===== src/rtl/verdict_collector.sv =====
// Timestamped record FIFO for two monitor output streams, with sticky overflow.
// Optional saturating drop counter compiled in with VERDICT_DROP_CNT_EN.
module verdict_collector #(
    parameter int DATA_W = 64,
    parameter int TS_W   = 32,
    parameter int DEPTH  = 8
) (
    input  logic                       clk,
    input  logic                       rst,
    input  logic                       en,
    input  logic [DATA_W-1:0]          output_0,
    input  logic                       output_0_aktv,
    input  logic [DATA_W-1:0]          output_1,
    input  logic                       output_1_aktv,
    output logic                       rec_valid,
    input  logic                       rec_ready,
    output logic [TS_W-1:0]            rec_ts,
    output logic [1:0]                 rec_aktv,
    output logic [DATA_W-1:0]          rec_out0,
    output logic [DATA_W-1:0]          rec_out1,
    output logic [$clog2(DEPTH):0]     count,
    output logic                       overflow,
    input  logic                       clr_ovf,
    output logic [15:0]                drop_cnt
);
    localparam int PW = $clog2(DEPTH);
    localparam int CW = PW + 1;

    logic [TS_W-1:0]   ts;
    logic [PW-1:0]     rd_ptr;
    logic [PW-1:0]     wr_ptr;
    logic [CW-1:0]     count_q;
    logic              overflow_q;

    logic [TS_W-1:0]   mem_ts   [DEPTH];
    logic [1:0]        mem_aktv [DEPTH];
    logic [DATA_W-1:0] mem_out0 [DEPTH];
    logic [DATA_W-1:0] mem_out1 [DEPTH];

    logic capture;
    logic full;
    logic pop;
    logic push;
    logic drop;

    // Handshake: a record transfers on any cycle where rec_valid and rec_ready are both high;
    // rec_valid never depends on rec_ready, and rec_ready is ignored while rec_valid is low.
    assign capture   = en & (output_0_aktv | output_1_aktv);
    assign full      = (count_q == CW'(DEPTH));
    assign rec_valid = (count_q != '0);
    assign pop       = rec_valid & rec_ready;
    assign push      = capture & (~full | pop);
    assign drop      = capture & full & ~pop;

    always_ff @(posedge clk) begin
        if (rst) begin
            ts         <= '0;
            rd_ptr     <= '0;
            wr_ptr     <= '0;
            count_q    <= '0;
            overflow_q <= 1'b0;
        end else begin
            if (en) begin
                ts <= ts + TS_W'(1);
            end
            if (push) begin
                wr_ptr <= wr_ptr + PW'(1);
            end
            if (pop) begin
                rd_ptr <= rd_ptr + PW'(1);
            end
            case ({push, pop})
                2'b10:   count_q <= count_q + CW'(1);
                2'b01:   count_q <= count_q - CW'(1);
                default: count_q <= count_q;
            endcase
            // Clearing wins over a drop landing in the same cycle.
            if (clr_ovf) begin
                overflow_q <= 1'b0;
            end else if (drop) begin
                overflow_q <= 1'b1;
            end
        end
    end

    // Storage is intentionally not reset; payload outputs are meaningless while empty.
    always_ff @(posedge clk) begin
        if (push && !rst) begin
            mem_ts[wr_ptr]   <= ts;
            mem_aktv[wr_ptr] <= {output_1_aktv, output_0_aktv};
            mem_out0[wr_ptr] <= output_0_aktv ? output_0 : '0;
            mem_out1[wr_ptr] <= output_1_aktv ? output_1 : '0;
        end
    end

    assign rec_ts   = mem_ts[rd_ptr];
    assign rec_aktv = mem_aktv[rd_ptr];
    assign rec_out0 = mem_out0[rd_ptr];
    assign rec_out1 = mem_out1[rd_ptr];
    assign count    = count_q;
    assign overflow = overflow_q;

`ifdef VERDICT_DROP_CNT_EN
    logic [15:0] drop_q;

    always_ff @(posedge clk) begin
        if (rst || clr_ovf) begin
            drop_q <= '0;
        end else if (drop && (drop_q != 16'hFFFF)) begin
            drop_q <= drop_q + 16'd1;
        end
    end

    assign drop_cnt = drop_q;
`else
    assign drop_cnt = '0;
`endif

endmodule


===== config.mk =====
export PLATFORM = sky130hd
export DESIGN_NAME = verdict_collector
export DESIGN_NICKNAME = d
export VERILOG_FILES = /design/src/rtl/verdict_collector.sv
export SDC_FILE = /design/constraint.sdc
export NUM_CORES = 1
export LEC_CHECK = 0
export CELL_PAD_IN_SITES_DETAIL_PLACEMENT = 1
export CELL_PAD_IN_SITES_GLOBAL_PLACEMENT = 1
export CORE_MARGIN = 2
export CORE_UTILIZATION = 47
export DETAILED_ROUTE_END_ITERATION = 8
export PLACE_DENSITY_LB_ADDON = 0.1
export SLEW_MARGIN = 20
export SYNTH_ARGS = -nofsm -noshare
export SYNTH_HDL_FRONTEND = slang
export SYNTH_SLANG_ARGS = --single-unit

===== constraint.sdc =====
create_clock -name clk -period 15.3 [get_ports clk]
set_input_delay 1.53 -clock clk [delete_from_list [all_inputs] [get_ports clk]]
set_output_delay 1.53 -clock clk [all_outputs]
set_load 0.02 [all_outputs]

==> impl_results.html <==
<table>
<tr><th>Metric</th><th>Value</th></tr>
<tr><th colspan="2">Routing</th></tr>
<tr><td>Vias/cell</td><td>5.709</td></tr>
<tr><td>First DRT Iteration DRCs</td><td>1609</td></tr>
<tr><td>DRC violations left</td><td>0</td></tr>
<tr><td>Detailed-router iteration count before antenna repair</td><td>5</td></tr>
<tr><td>Routed WL</td><td>116300 um</td></tr>
<tr><td>Vias post-DR</td><td>23850</td></tr>
<tr><td>Post-DRT Antenna Nets</td><td>0</td></tr>
<tr><td>Post-detailed-route wirelength per cell</td><td>27.83 um</td></tr>
<tr><th colspan="2">Timing</th></tr>
<tr><td>Final setup violation count</td><td>0</td></tr>
<tr><td>Max Clk Rate</td><td>141.8 MHz</td></tr>
<tr><td>Final-layout setup total negative slack</td><td>0 ns</td></tr>
<tr><td>Slew at the pin with the worst max-slew slack</td><td>1.238 ns</td></tr>
<tr><td>Worst rel slew slack</td><td>17.49%</td></tr>
<tr><td>Post-Route Skew</td><td>0.01690 ns</td></tr>
<tr><td>Ratio of final minimum period to clock period</td><td>46.09%</td></tr>
<tr><td>Number of hold violations in the final report</td><td>0</td></tr>
<tr><td>Post-layout minimum cycle time</td><td>7.052 ns</td></tr>
<tr><td>RSZ-0062 raised after global routing</td><td>false</td></tr>
<tr><td>Number of pins with negative max-slew slack in the final report</td><td>0</td></tr>
<tr><th colspan="2">Cells and area</th></tr>
<tr><td>Synth-to-Final Area Change</td><td>17.78%</td></tr>
<tr><td>Fill count</td><td>9225</td></tr>
<tr><td>NumNets Final</td><td>2790</td></tr>
<tr><td>Final non-filler cell total</td><td>4178</td></tr>
<tr><td>Fraction of final layout cells with drive strength greater than 1</td><td>26.69%</td></tr>
<tr><th colspan="2">Global routing</th></tr>
<tr><td>First-pass GRT wire length</td><td>174200 um</td></tr>
<tr><td>Number of global-route vias before repair</td><td>26490</td></tr>
<tr><td>Largest net degree at the start of global routing</td><td>151</td></tr>
<tr><td>Overflow left after global routing</td><td>0</td></tr>
<tr><td>Gr usage total</td><td>21.18%</td></tr>
<tr><td>Number of antenna violations at the first check in global routing</td><td>9</td></tr>
<tr><th colspan="2">Worst setup path</th></tr>
<tr><td>Critical Path RT</td><td>13.77 ns</td></tr>
<tr><td>Worst endpoint data arrival time</td><td>5.52 ns</td></tr>
<tr><td>Critical setup path kind</td><td>reg -&gt; out</td></tr>
<tr><td>Max FO, Critical Path</td><td>46</td></tr>
<tr><td>Category of the worst setup path launch point</td><td>flop</td></tr>
<tr><td>Endpoint kind of the worst setup timing path</td><td>output port</td></tr>
<tr><td>Launch instance of the worst register-to-register path</td><td>count[1]</td></tr>
<tr><th colspan="2">Synthesis</th></tr>
<tr><td>Share of flip-flops with an asynchronous set or reset after synthesis</td><td>0%</td></tr>
<tr><td>Yosys warns</td><td>0</td></tr>
<tr><td>Top cell types by occurrence after synthesis</td><td>edfxtp_1 (1296), mux4_2 (324), mux2_2 (165)</td></tr>
<tr><td>Area leader, netlist</td><td>edfxtp_1</td></tr>
<tr><td>Ranking of synthesized cells by area</td><td>edfxtp_1 (75%), mux4_2 (14%), mux2_2 (3.6%)</td></tr>
<tr><td>Number of distinct library cells after synthesis</td><td>43</td></tr>
<tr><td>Yosys top cell area share</td><td>75.45%</td></tr>
<tr><td>FF+latch count, synth</td><td>1342</td></tr>
<tr><td>Mapped Area</td><td>51580 um^2</td></tr>
<tr><td>Most used standard cell by instance count after synthesis</td><td>edfxtp_1</td></tr>
<tr><td>Post-synthesis sequential area ratio</td><td>77.23%</td></tr>
<tr><td>Post-synthesis instance total</td><td>2287</td></tr>
<tr><td>Most used flip-flop cell after synthesis</td><td>edfxtp_1</td></tr>
<tr><td>Avg Inst Size Synth</td><td>22.55 um^2</td></tr>
<tr><td>Number of synthesized flops with an enable pin</td><td>1296</td></tr>
<tr><th colspan="2">Run</th></tr>
<tr><td>Total of max-cap violations</td><td>0</td></tr>
<tr><th colspan="2">Pwr</th></tr>
<tr><td>Post-layout total power</td><td>8.992 mW</td></tr>
<tr><td>Fraction of power spent switching nets</td><td>23.96%</td></tr>
<tr><td>Int Power</td><td>6.837 mW</td></tr>
<tr><td>Power share of the clock group</td><td>37.1%</td></tr>
<tr><td>Pwr dens</td><td>148.0 nW/um^2</td></tr>
<tr><td>Largest vdd supply drop</td><td>0.07732 mV</td></tr>
<tr><td>Leak pwr</td><td>18.75 nW</td></tr>
<tr><td>Switching power</td><td>2.155 mW</td></tr>
<tr><td>Sequential share of power</td><td>45.8%</td></tr>
<tr><td>Logic pwr share</td><td>17.1%</td></tr>
<tr><th colspan="2">Floorplan</th></tr>
<tr><td># IOs</td><td>319</td></tr>
<tr><td>Starting density of the core</td><td>47.39%</td></tr>
<tr><td>Vertical die dimension</td><td>335.3 um</td></tr>
<tr><td>Die X-Extent</td><td>335.3 um</td></tr>
<tr><td>Placeable Area</td><td>108900 um^2</td></tr>
<tr><td>Full die area</td><td>112400 um^2</td></tr>
<tr><td>Floorplan row count</td><td>121</td></tr>
<tr><th colspan="2">Place</th></tr>
<tr><td>Port bufs</td><td>302</td></tr>
<tr><td>Total placed cells including tap cells</td><td>3919</td></tr>
<tr><td>Placed wire-length estimate</td><td>61070 um</td></tr>
<tr><td>Final weighted congestion in routability-driven placement</td><td>0.7169</td></tr>
<tr><th colspan="2">Clock network</th></tr>
<tr><td>Resize count post-CTS</td><td>0</td></tr>
<tr><td>Clk root buf</td><td>clkbuf_16</td></tr>
<tr><td>CTS clk-pin slew, worst paths</td><td>0.06 ns</td></tr>
<tr><td>Post-CTS setup buffers</td><td>0</td></tr>
<tr><td>Number of H-tree branching levels</td><td>4</td></tr>
<tr><td>Cts hold-fix bufs</td><td>0</td></tr>
<tr><td>Total clock buffers created by CTS</td><td>144</td></tr>
<tr><td>Clock latency on the worst-skew pair</td><td>0.74 ns</td></tr>
<tr><td>TritonCTS clock tree</td><td>yes</td></tr>
<tr><td>Clock sink count</td><td>1342</td></tr>
<tr><td>Max Root-Sink Buffers</td><td>3</td></tr>
<tr><th colspan="2">Hold path</th></tr>
<tr><td>Min-Delay Startpoint</td><td>rd_ptr[1]</td></tr>
<tr><td>Worst min path class</td><td>reg -&gt; reg</td></tr>
<tr><th colspan="2">Outcome</th></tr>
<tr><td>Result of the run</td><td>complete, no violations</td></tr>
</table>
## sequential cells by signal, summed over array words and instances, names as in the netlist, named ones only
signal    flops
ts           32
mem_ts      256
mem_aktv     16
rd_ptr        3
mem_out0    512
mem_out1    512
count         4
overflow      1
wr_ptr        3
## path summary, 6_finish.rpt
kind / endpoint / slack, ns / cells past startpoint
worst min-delay path: flop / 0.48 / 2
worst max-delay path: rec_out1[33] / 8.25 / 6
worst min register to register: flop / 0.48 / 2
worst max register to register: mem_out1[3][52] / 11.14 / 6
## stage by stage
stage	worst slack (ns)	area, um^2	util (%)	hold slack (ns)
2_1_floorplan	0.9112	51640	-	0.4541
3_3_place_gp	8.417	56210	51.64	0.4618
3_5_place_dp	8.753	56230	51.66	0.4705
4_1_cts	7.961	60740	55.80	0.4869
5_1_grt	7.690	60750	55.81	0.5135
6_report	8.248	60750	55.81	0.4823
## worst max-delay path, stage by stage, from the launching register on
cell,delay (ns)
dfxtp_4,0.76
buf_4,0.71
buf_4,0.82
buf_4,0.85
mux4_2,0.60
mux2_2,0.30
clkdlybuf4s50_1,0.56
## logic make-up after synthesis
group           Yosys count  share of synthesized area [%]
simple gates            239                          2.712
fa+ha+maj                 4                        0.09703
mux                     492                          17.81
flops                  1342                          77.23
xor+xnor                 16                         0.2717
buf+inv                 144                          1.288
other cells               1                       0.007270
compound gates           49                         0.5822
## placed cells by master, fill, tap and decap left out, drive strengths merged, types with 2 or more instances in the layout
cell type and n:
clkbuf 194, xnor2 8, o21ai 10, o31ai 11
mux4 324, xor2 8, nor3 10, bufinv 8
nand4 8, dfxtp 46, diode 3, or4 14
nor4 4, nand2 11, clkdlybuf4s50 299, nor2 30
inv 15, ha 4, mux2 165, nand3 12
nand2b 3, clkinv 45, nor2b 4, and2 128
mux2i 3, edfxtp 1296, or2 2, conb 16
and4 2, buf 39, clkinvlp 3, or3 10
a21oi 20
## power groups by stage
stage / clock network, mW / logic [mW] / registers, mW
after CTS: 3.41 / 1.58 / 4.12
after floorplan: 0 / 1.05 / 4.17
after detailed placement: 0 / 1.57 / 4.20
final: 3.34 / 1.54 / 4.12
after global routing: 3.53 / 1.65 / 4.13
after global placement: 0 / 1.53 / 4.21
## per-layer routing
metal	vias up	global-route usage [%]	share of wire, %
met4	6	6.011	2.1
met5	-	0	0.034
met3	167	4.100	5.3
li1	10250	-	-
met1	12850	29.04	43
met2	576	34.83	50
## layout make-up
class                   instances  area (um^2)  share of cell area [%]
well taps                    1414         1769                   2.912
repair buffers                338         3391                   5.582
clock buffers                 194         4000                   6.585
inverters                       9        33.78                 0.05561
flip-flops and latches       1342        39850                   65.60
diodes                          3        7.507                 0.01236
clock inverters                62        509.2                  0.8383
multi-input cells             816        11190                   18.42
(Power assumes the default switching activity.)
